### config.mk
export PLATFORM = sky130hd
export DESIGN_NAME = alu_share_arbiter_flat
export DESIGN_NICKNAME = d
export VERILOG_FILES = /design/src/rtl/alu_share_arbiter_if.sv /design/src/rtl/alu_share_arbiter.sv /design/src/flat_wrapper.sv
export SDC_FILE = /design/constraint.sdc
export NUM_CORES = 1
export LEC_CHECK = 0
export BUFFER_PORTS_ARGS = -buffer_cell sky130_fd_sc_hd__buf_2
export CAP_MARGIN = 10
export CORE_ASPECT_RATIO = 2
export CORE_MARGIN = 2
export CORE_UTILIZATION = 35
export DETAILED_ROUTE_END_ITERATION = 10
export HOLD_SLACK_MARGIN = 0.12
export PLACE_DENSITY_LB_ADDON = 0.3
export SLEW_MARGIN = 20
export SYNTH_ARGS = -nofsm -noshare
export SYNTH_HDL_FRONTEND = slang
export SYNTH_SLANG_ARGS = --single-unit
### constraint.sdc
create_clock -name clk -period 1.8 [get_ports clk]
set_input_delay 0 -clock clk [delete_from_list [all_inputs] [get_ports clk]]
set_output_delay 0 -clock clk [all_outputs]
set_load 0.005 [all_outputs]
### src/rtl/alu_share_arbiter_if.sv
// Requester, response and ALU-side signals of the shared-ALU arbiter.
// slave = arbiter view; master = requesters plus ALU view.
interface alu_share_arbiter_if #(
   parameter int XLEN   = 32,
   parameter int CTRL_W = 4
);
   logic              req0_valid;
   logic              req0_ready;
   logic [XLEN-1:0]   req0_in1;
   logic [XLEN-1:0]   req0_in2;
   logic [CTRL_W-1:0] req0_ctrl;
   logic              req1_valid;
   logic              req1_ready;
   logic [XLEN-1:0]   req1_in1;
   logic [XLEN-1:0]   req1_in2;
   logic [CTRL_W-1:0] req1_ctrl;
   logic              rsp0_valid;
   logic              rsp0_ready;
   logic              rsp1_valid;
   logic              rsp1_ready;
   logic [XLEN-1:0]   rsp_out;
   logic              rsp_zero;
   logic [XLEN-1:0]   alu_in1;
   logic [XLEN-1:0]   alu_in2;
   logic [CTRL_W-1:0] alu_ctrl;
   logic [XLEN-1:0]   alu_out;
   logic              alu_zero;

   modport slave (
      input  req0_valid, req0_in1, req0_in2, req0_ctrl,
      input  req1_valid, req1_in1, req1_in2, req1_ctrl,
      input  rsp0_ready, rsp1_ready, alu_out, alu_zero,
      output req0_ready, req1_ready, rsp0_valid, rsp1_valid,
      output rsp_out, rsp_zero, alu_in1, alu_in2, alu_ctrl
   );

   modport master (
      output req0_valid, req0_in1, req0_in2, req0_ctrl,
      output req1_valid, req1_in1, req1_in2, req1_ctrl,
      output rsp0_ready, rsp1_ready, alu_out, alu_zero,
      input  req0_ready, req1_ready, rsp0_valid, rsp1_valid,
      input  rsp_out, rsp_zero, alu_in1, alu_in2, alu_ctrl
   );
endinterface

### src/rtl/alu_share_arbiter.sv
// Round-robin sharing of one combinational ALU between two requesters; one op in flight,
// registered result returned over valid/ready. ALU_ARB_FIXED_PRIO_EN makes requester 0 win ties.
module alu_share_arbiter #(
   parameter int XLEN   = 32,
   parameter int CTRL_W = 4
) (
   input  logic                clk,
   input  logic                rst_n,
   alu_share_arbiter_if.slave  bus
);
   typedef enum logic [1:0] {IDLE, EXEC, RESP} state_t;

   state_t            state;
   state_t            state_nxt;
   logic              gnt_id;
   logic [XLEN-1:0]   op_in1;
   logic [XLEN-1:0]   op_in2;
   logic [CTRL_W-1:0] op_ctrl;
   logic [XLEN-1:0]   rsp_out_q;
   logic              rsp_zero_q;
   logic              rsp_hs;
   logic              arb_en;
   logic              win;
   logic              req0_hs;
   logic              req1_hs;
   logic              accept;
`ifndef ALU_ARB_FIXED_PRIO_EN
   logic              last_grant;
`endif

   always_ff @(posedge clk or negedge rst_n) begin
      if (!rst_n) state <= IDLE;
      else        state <= state_nxt;
   end

   always_comb begin
      state_nxt      = state;
      rsp_hs         = 1'b0;
      arb_en         = 1'b0;
      win            = 1'b0;
      req0_hs        = 1'b0;
      req1_hs        = 1'b0;
      accept         = 1'b0;
      bus.rsp0_valid = 1'b0;
      bus.rsp1_valid = 1'b0;

      if (state == RESP) begin
         bus.rsp0_valid = ~gnt_id;
         bus.rsp1_valid = gnt_id;
         rsp_hs = gnt_id ? bus.rsp1_ready : bus.rsp0_ready;
      end

`ifdef ALU_ARB_FIXED_PRIO_EN
      win = (bus.req0_valid & bus.req1_valid) ? 1'b0 : bus.req1_valid;
`else
      win = (bus.req0_valid & bus.req1_valid) ? ~last_grant : bus.req1_valid;
`endif
      // rst_n gating lets the readies fall the instant reset asserts
      arb_en  = rst_n & ((state == IDLE) | rsp_hs);
      req0_hs = arb_en & bus.req0_valid & ~win;
      req1_hs = arb_en & bus.req1_valid & win;
      accept  = req0_hs | req1_hs;

      case (state)
         IDLE:    if (accept) state_nxt = EXEC;
         EXEC:    state_nxt = RESP;
         RESP:    if (rsp_hs) state_nxt = accept ? EXEC : IDLE;
         default: state_nxt = IDLE;
      endcase
   end

   always_ff @(posedge clk or negedge rst_n) begin
      if (!rst_n) begin
         gnt_id     <= 1'b0;
         op_in1     <= '0;
         op_in2     <= '0;
         op_ctrl    <= '0;
         rsp_out_q  <= '0;
         rsp_zero_q <= 1'b0;
`ifndef ALU_ARB_FIXED_PRIO_EN
         last_grant <= 1'b1;
`endif
      end else begin
         if (accept) begin
            gnt_id  <= win;
            op_in1  <= win ? bus.req1_in1  : bus.req0_in1;
            op_in2  <= win ? bus.req1_in2  : bus.req0_in2;
            op_ctrl <= win ? bus.req1_ctrl : bus.req0_ctrl;
`ifndef ALU_ARB_FIXED_PRIO_EN
            last_grant <= win;
`endif
         end
         if (state == EXEC) begin
            rsp_out_q  <= bus.alu_out;
            rsp_zero_q <= bus.alu_zero;
         end
      end
   end

   // ALU inputs come only from latched operands, never straight from requesters
   assign bus.alu_in1    = op_in1;
   assign bus.alu_in2    = op_in2;
   assign bus.alu_ctrl   = op_ctrl;
   assign bus.rsp_out    = rsp_out_q;
   assign bus.rsp_zero   = rsp_zero_q;
   assign bus.req0_ready = req0_hs;
   assign bus.req1_ready = req1_hs;
endmodule

### src/flat_wrapper.sv
// flat-port wrapper written by rule: the top's interface ports become plain ports
module alu_share_arbiter_flat 
#(
   parameter int XLEN   = 32,
   parameter int CTRL_W = 4
)
  (clk, rst_n, bus_req0_valid, bus_req0_in1, bus_req0_in2, bus_req0_ctrl, bus_req1_valid, bus_req1_in1, bus_req1_in2, bus_req1_ctrl, bus_rsp0_ready, bus_rsp1_ready, bus_alu_out, bus_alu_zero, bus_req0_ready, bus_req1_ready, bus_rsp0_valid, bus_rsp1_valid, bus_rsp_out, bus_rsp_zero, bus_alu_in1, bus_alu_in2, bus_alu_ctrl);
  alu_share_arbiter_if #(.XLEN(XLEN), .CTRL_W(CTRL_W)) bus_i ();
  input  logic clk;
  input  logic rst_n;
  input wire logic [$bits(bus_i.req0_valid)-1:0] bus_req0_valid;
  input wire logic [$bits(bus_i.req0_in1)-1:0] bus_req0_in1;
  input wire logic [$bits(bus_i.req0_in2)-1:0] bus_req0_in2;
  input wire logic [$bits(bus_i.req0_ctrl)-1:0] bus_req0_ctrl;
  input wire logic [$bits(bus_i.req1_valid)-1:0] bus_req1_valid;
  input wire logic [$bits(bus_i.req1_in1)-1:0] bus_req1_in1;
  input wire logic [$bits(bus_i.req1_in2)-1:0] bus_req1_in2;
  input wire logic [$bits(bus_i.req1_ctrl)-1:0] bus_req1_ctrl;
  input wire logic [$bits(bus_i.rsp0_ready)-1:0] bus_rsp0_ready;
  input wire logic [$bits(bus_i.rsp1_ready)-1:0] bus_rsp1_ready;
  input wire logic [$bits(bus_i.alu_out)-1:0] bus_alu_out;
  input wire logic [$bits(bus_i.alu_zero)-1:0] bus_alu_zero;
  output wire logic [$bits(bus_i.req0_ready)-1:0] bus_req0_ready;
  output wire logic [$bits(bus_i.req1_ready)-1:0] bus_req1_ready;
  output wire logic [$bits(bus_i.rsp0_valid)-1:0] bus_rsp0_valid;
  output wire logic [$bits(bus_i.rsp1_valid)-1:0] bus_rsp1_valid;
  output wire logic [$bits(bus_i.rsp_out)-1:0] bus_rsp_out;
  output wire logic [$bits(bus_i.rsp_zero)-1:0] bus_rsp_zero;
  output wire logic [$bits(bus_i.alu_in1)-1:0] bus_alu_in1;
  output wire logic [$bits(bus_i.alu_in2)-1:0] bus_alu_in2;
  output wire logic [$bits(bus_i.alu_ctrl)-1:0] bus_alu_ctrl;
  assign bus_i.req0_valid = bus_req0_valid;
  assign bus_i.req0_in1 = bus_req0_in1;
  assign bus_i.req0_in2 = bus_req0_in2;
  assign bus_i.req0_ctrl = bus_req0_ctrl;
  assign bus_i.req1_valid = bus_req1_valid;
  assign bus_i.req1_in1 = bus_req1_in1;
  assign bus_i.req1_in2 = bus_req1_in2;
  assign bus_i.req1_ctrl = bus_req1_ctrl;
  assign bus_i.rsp0_ready = bus_rsp0_ready;
  assign bus_i.rsp1_ready = bus_rsp1_ready;
  assign bus_i.alu_out = bus_alu_out;
  assign bus_i.alu_zero = bus_alu_zero;
  assign bus_req0_ready = bus_i.req0_ready;
  assign bus_req1_ready = bus_i.req1_ready;
  assign bus_rsp0_valid = bus_i.rsp0_valid;
  assign bus_rsp1_valid = bus_i.rsp1_valid;
  assign bus_rsp_out = bus_i.rsp_out;
  assign bus_rsp_zero = bus_i.rsp_zero;
  assign bus_alu_in1 = bus_i.alu_in1;
  assign bus_alu_in2 = bus_i.alu_in2;
  assign bus_alu_ctrl = bus_i.alu_ctrl;
  alu_share_arbiter #(.XLEN(XLEN), .CTRL_W(CTRL_W)) u_core (.clk(clk), .rst_n(rst_n), .bus(bus_i));
endmodule
==> Flow_metrics.wiki, run 1 <==
{| class="wikitable"
! Metric !! Value
|-
| Primary FF master, synth || dfrtp_1
|-
| Area share of the leading cell type in the synthesized netlist || 54.6%
|-
| Most used standard cell by instance count after synthesis || mux2_2
|-
| Post-synthesis instance area || 4760 µm²
|-
| Inserted Clock Buffers || 9
|-
| Horiz. Die Dim || 86.5 µm
|-
| Unique cell type count in the Yosys netlist || 22
|-
| Fraction of the yosys area taken by sequential cells || 55.2%
|-
| Async set-or-reset flop fraction in the synthesized netlist || 100%
|-
| Commonest cells in the synthesized netlist || 163 x mux2_2, 104 x dfrtp_1, 8 x clkbuf_1, 7 x buf_4, 6 x mux2_1
|-
| Total of cells resized after clock tree synthesis || 0
|-
| # port buffers || 279
|-
| Largest cells by area after synthesis || dfrtp_1 55%, mux2_2 39%, mux2_1 1.4%
|-
| Number of flops mapped to enable cells by yosys || 0
|-
| DP Cell Count || between 700 and 800
|-
| Buffers inserted by post-CTS timing repair || 0
|-
| Worst-case setup slack after placement || 51.5 ps
|-
| First Error || [ERROR RSZ-0060] Max buffer count reached.
|-
| Std-Cell Rows || 60
|-
| Detail Placement HPWL || about 9400 µm
|-
| Number of H-tree branching levels || 3
|-
| Cell count after synthesis || about 310
|-
| Final weighted congestion of routability-driven global placement || 0.787
|-
| Status || aborted with a tool error
|-
| Die Ht || 169 µm
|-
| Net Count, Synth || 486
|-
| Root buffer cell || clkbuf_16
|-
| Mean area per synthesized cell || 15.3 µm²
|-
| Count of pins on the block boundary || 280
|-
| Last flow stage reached || clock tree synthesis
|-
| Clock tree buffer depth || 2
|-
| Register bit total from synthesis || roughly 110
|-
| Number of hold-repair buffers added at the cts stage || 151
|-
| Yosys warnings || 0
|-
| Top cell type by total area after synthesis || dfrtp_1
|-
| Effective utilization at floorplan || 35.7%
|-
| Sinks on Clock Net || 105
|}
==> logic make-up after synthesis <==
group	after synthesis	share of synthesized area, %
muxes	170	40.2
DFF	105	55.2
buffers and inverters	20	2.21
and+or+nand+nor	10	1.34
AOI/OAI and AO/OA	6	1.13
==> stage by stage <==
| stage | utilization [%] | cell area, µm² |
|---|---|---|
| 3_5_place_dp | 47.9 | 6400 |
| 2_1_floorplan | - | 4760 |
| 3_3_place_gp | 47.9 | 6400 |
==> run 2, diff against run 1 <==
--- a/config.mk
+++ b/config.mk
@@ -7,12 +7,10 @@
 export LEC_CHECK = 0
 export BUFFER_PORTS_ARGS = -buffer_cell sky130_fd_sc_hd__buf_2
 export CAP_MARGIN = 10
-export CORE_ASPECT_RATIO = 2
 export CORE_MARGIN = 2
-export CORE_UTILIZATION = 35
+export CORE_UTILIZATION = 20
 export DETAILED_ROUTE_END_ITERATION = 10
-export HOLD_SLACK_MARGIN = 0.12
-export PLACE_DENSITY_LB_ADDON = 0.3
+export PLACE_DENSITY_LB_ADDON = 0.15
 export SLEW_MARGIN = 20
 export SYNTH_ARGS = -nofsm -noshare
 export SYNTH_HDL_FRONTEND = slang
==> constraint.sdc (replaced) <==
create_clock -name clk -period 2.3 [get_ports clk]
set_input_delay 0 -clock clk [delete_from_list [all_inputs] [get_ports clk]]
set_output_delay 0 -clock clk [all_outputs]
set_load 0.005 [all_outputs]
==> run 2 against run 1 <==
Net effect: synthesized area is the same; synthesized cell count unchanged; the flow now finishes without violations.
==> Flow_metrics.wiki, run 2 <==
{| class="wikitable"
! Metric !! Value
|-
| Hold violation count in the final report || 0
|-
| Count of pins on the block boundary || 280
|-
| Fill cell count || roughly 2400
|-
| Critical path required time || about 2500 ps
|-
| Number of detailed-route iterations in the first pass || 4
|-
| Fraction of power spent switching nets || 29.3%
|-
| Worst vdd rail ir drop || 351 µV
|-
| CP max stage cell || dlygate4sd3_1
|-
| Post-synthesis instance area || between 4000 and 5000 µm²
|-
| Number of antenna violations at the first check in global routing || 1
|-
| Fraction of layout instances using a drive strength above 1 || a little over 70%
|-
| Final total negative setup slack || 0 ps
|-
| Most frequent standard cell in the layout excluding fill and tap cells || buf_2
|-
| Global-route wire length before repair || 19800 µm
|-
| Top cell type by total area after synthesis || dfrtp_1
|-
| Critical Path AT || 2330 ps
|-
| Detail Placement HPWL || approximately 9500 µm
|-
| Fraction of the yosys area taken by sequential cells || 55.2%
|-
| Number of flops mapped to enable cells by yosys || 0
|-
| Die Ht || around 160 µm
|-
| Max transition margin || between 50 and 60%
|-
| Async set-or-reset flop fraction in the synthesized netlist || 100%
|-
| Most used standard cell by instance count after synthesis || mux2_2
|-
| Core Footprint || 23400 µm²
|-
| Commonest cells in the synthesized netlist || 163 x mux2_2, 104 x dfrtp_1, 8 x clkbuf_1, 7 x buf_4, 6 x mux2_1
|-
| Routed len/inst || 14.1 µm
|-
| Final period utilization || 91.2%
|-
| Relative contribution of combinational cells to total power || 37.2%
|-
| Finish-stage setup viols || 0
|-
| Path category of the worst min-delay check || input pin to flip-flop
|-
| Cell Int Power || 5260 µW
|-
| Residual antenna-violating net count after detailed routing || 0
|-
| Final Skew || ~5.3 ps
|-
| Routed via count || 3788
|-
| Total design power || 7440 µW
|-
| Inserted Clock Buffers || 9
|-
| Number of H-tree branching levels || 3
|-
| TritonCTS clock tree || built
|-
| Power Dens Cells || 983 nW/µm²
|-
| Register bit total from synthesis || around 110
|-
| Post-synthesis to final-layout area growth || 58.8%
|-
| Clock tree buffer depth || 2
|-
| Total Nets Final || ~840
|-
| Kind of critical path || flip-flop to flip-flop
|-
| Total count of max-transition violations in the final report || 0
|-
| Reg area || 2630 µm²
|-
| Clock insertion delay at the later pin of the skew report || 340 ps
|-
| Net switching power of the design || 2180 µW
|-
| Final weighted congestion of routability-driven global placement || 0.689
|-
| Net Count, Synth || between 400 and 500
|-
| Pin count of the biggest net entering global routing || 72
|-
| Number of max-cap violations || 0
|-
| Total Wirelength || 13800 µm
|-
| Root buffer cell || clkbuf_16
|-
| Clk pwr share || around a fifth
|-
| Cell count after synthesis || 311
|-
| Full die area || 25100 µm²
|-
| Vias in the first global route || 3886
|-
| Clock slew at reported path FFs || roughly 70 ps
|-
| Yosys warnings || 0
|-
| Primary FF master, synth || dfrtp_1
|-
| Crit-path max cell delay || roughly 560 ps
|-
| # port buffers || roughly 280
|-
| Area share of the leading cell type in the synthesized netlist || 54.6%
|-
| Via count normalized by instance count || 3.85
|-
| Sinks on Clock Net || 105
|-
| Post-detailed-route DRC marker count || 0
|-
| Unique cell type count in the Yosys netlist || 22
|-
| Highest achievable clock rate || 0.477 GHz
|-
| Overall fraction of global-route tracks in use || 10.3%
|-
| Most frequent cells in the layout || 278 x buf_2, 163 x mux2_2, 104 x dfrtp_1
|-
| Worst Max-Slew Pin Slew || 712 ps
|-
| Reg power frac || 41.8%
|-
| Mean area per synthesized cell || 15.3 µm²
|-
| Crit Path Max Fanout || 18
|-
| Iteration-0 DRC Markers || 81
|-
| Kind of start point of the critical path || flip-flop
|-
| Series of cell instances along the critical path || a21boi_4 -> clkbuf_16 -> mux2_2 -> dlygate4sd3_1 -> mux2_1
|-
| Area of combinational cells with multiple inputs || 2050 µm²
|-
| Horiz. Die Dim || 158 µm
|-
| Largest cells by area after synthesis || dfrtp_1 55%, mux2_2 39%, mux2_1 1.4%
|-
| Min cycle time layout || 2100 ps
|-
| Status || finished, final reports clean
|-
| Setup repair after global routing missed its margin || false
|-
| Static leakage || 0.00352 µW
|-
| Std-Cell Rows || 56
|-
| Congestion Overflow GR || 0
|-
| Effective utilization at floorplan || 20.4%
|-
| Setup crit end kind || flip-flop
|}
[run 2: cell counts after synthesis]
Identical to the previous run, type by type.
[run 2: final cells by class]
| type | count | area share [%] |
|---|---|---|
| clock inverter | 4 | 0.711 |
| multi-input combinational | 186 | 27.0 |
| inverter | 2 | 0.0992 |
| clock buffer | 11 | 3.21 |
| tap | 319 | 5.28 |
| antenna | 1 | 0.0331 |
| sequential | 105 | 34.8 |
| timing repair buffer | 356 | 28.9 |
[run 2: logic make-up after synthesis]
kind of cell	count (synthesis)	share of synthesized area [%]
AND/OR/NAND/NOR	10	1.34
buffers and inverters	20	2.21
flip-flops	105	55.2
AO/OA/AOI/OAI	6	1.13
multiplexers	170	40.2
[run 2: path summary, 6_finish.rpt]
| check | startpoint | end | slack (ps) | cells after the start |
|---|---|---|---|---|
| setup / recovery | u_core.last_grant | u_core.bus.alu_in1[5] | 200 | 5 |
| hold / removal | bus_req1_ctrl[2] | u_core.bus.alu_ctrl[2] | 20 | 3 |
| setup reg to reg | u_core.last_grant | u_core.bus.alu_in1[5] | 200 | 5 |
| hold reg to reg | u_core.bus.alu_ctrl[3] | u_core.bus.alu_ctrl[3] | 490 | 1 |
| max in group asynchronous | rst_n | u_core.bus.rsp_out[21] | 740 | 4 |
| min in group asynchronous | rst_n | u_core.bus.alu_in2[11] | 400 | 3 |
[run 2: worst max-delay path: cells and delay by family (launching register included)]
kind,cells,cell delay (ps)
buffers and inverters,2,780
muxes,2,650
AOI/OAI and AO/OA,1,150
DFF,1,390
[run 2: per-stage QoR]
stage	cells	worst slack, ps	utilization, %	instance area, µm²	hold WS (ps)
finish	984	202	32.3	7560	18.3
floorplan	311	566	-	4760	-296
global route	984	146	32.3	7560	0.140
global placement	897	423	28.0	6550	232
CTS	979	16.9	32.1	7520	0.0809
detailed placement	897	392	28.0	6550	233
[run 2: layer usage]
layer | vias to the layer above | share of wire, % | track usage [%]
met2 | 143 | 51 | 18.7
met1 | 1829 | 40 | 11.1
met3 | 5 | 8.1 | 3.73
met5 | - | 0 | 0
met4 | 0 | 0.75 | 2.96
li1 | 1811 | - | -
[run 2: power groups by stage]
stage	Sequential (µW)	Combinational [µW]	Clock [µW]
2_1_floorplan	3210	1240	0
3_3_place_gp	3140	2650	0
3_5_place_dp	3150	2670	0
4_1_cts	3120	2800	1650
5_1_grt	3240	3050	1730
6_report	3110	2770	1560
[run 2: timing repair]
action / CTS / global route
endpoints found under the hold margin: 102 / 1
setup buffers: 0 / 1
resized for setup: 0 / 1
setup endpoints to repair: 0 / 7
hold buffers: 67 / 1
Power figures use the tool's default switching activity.
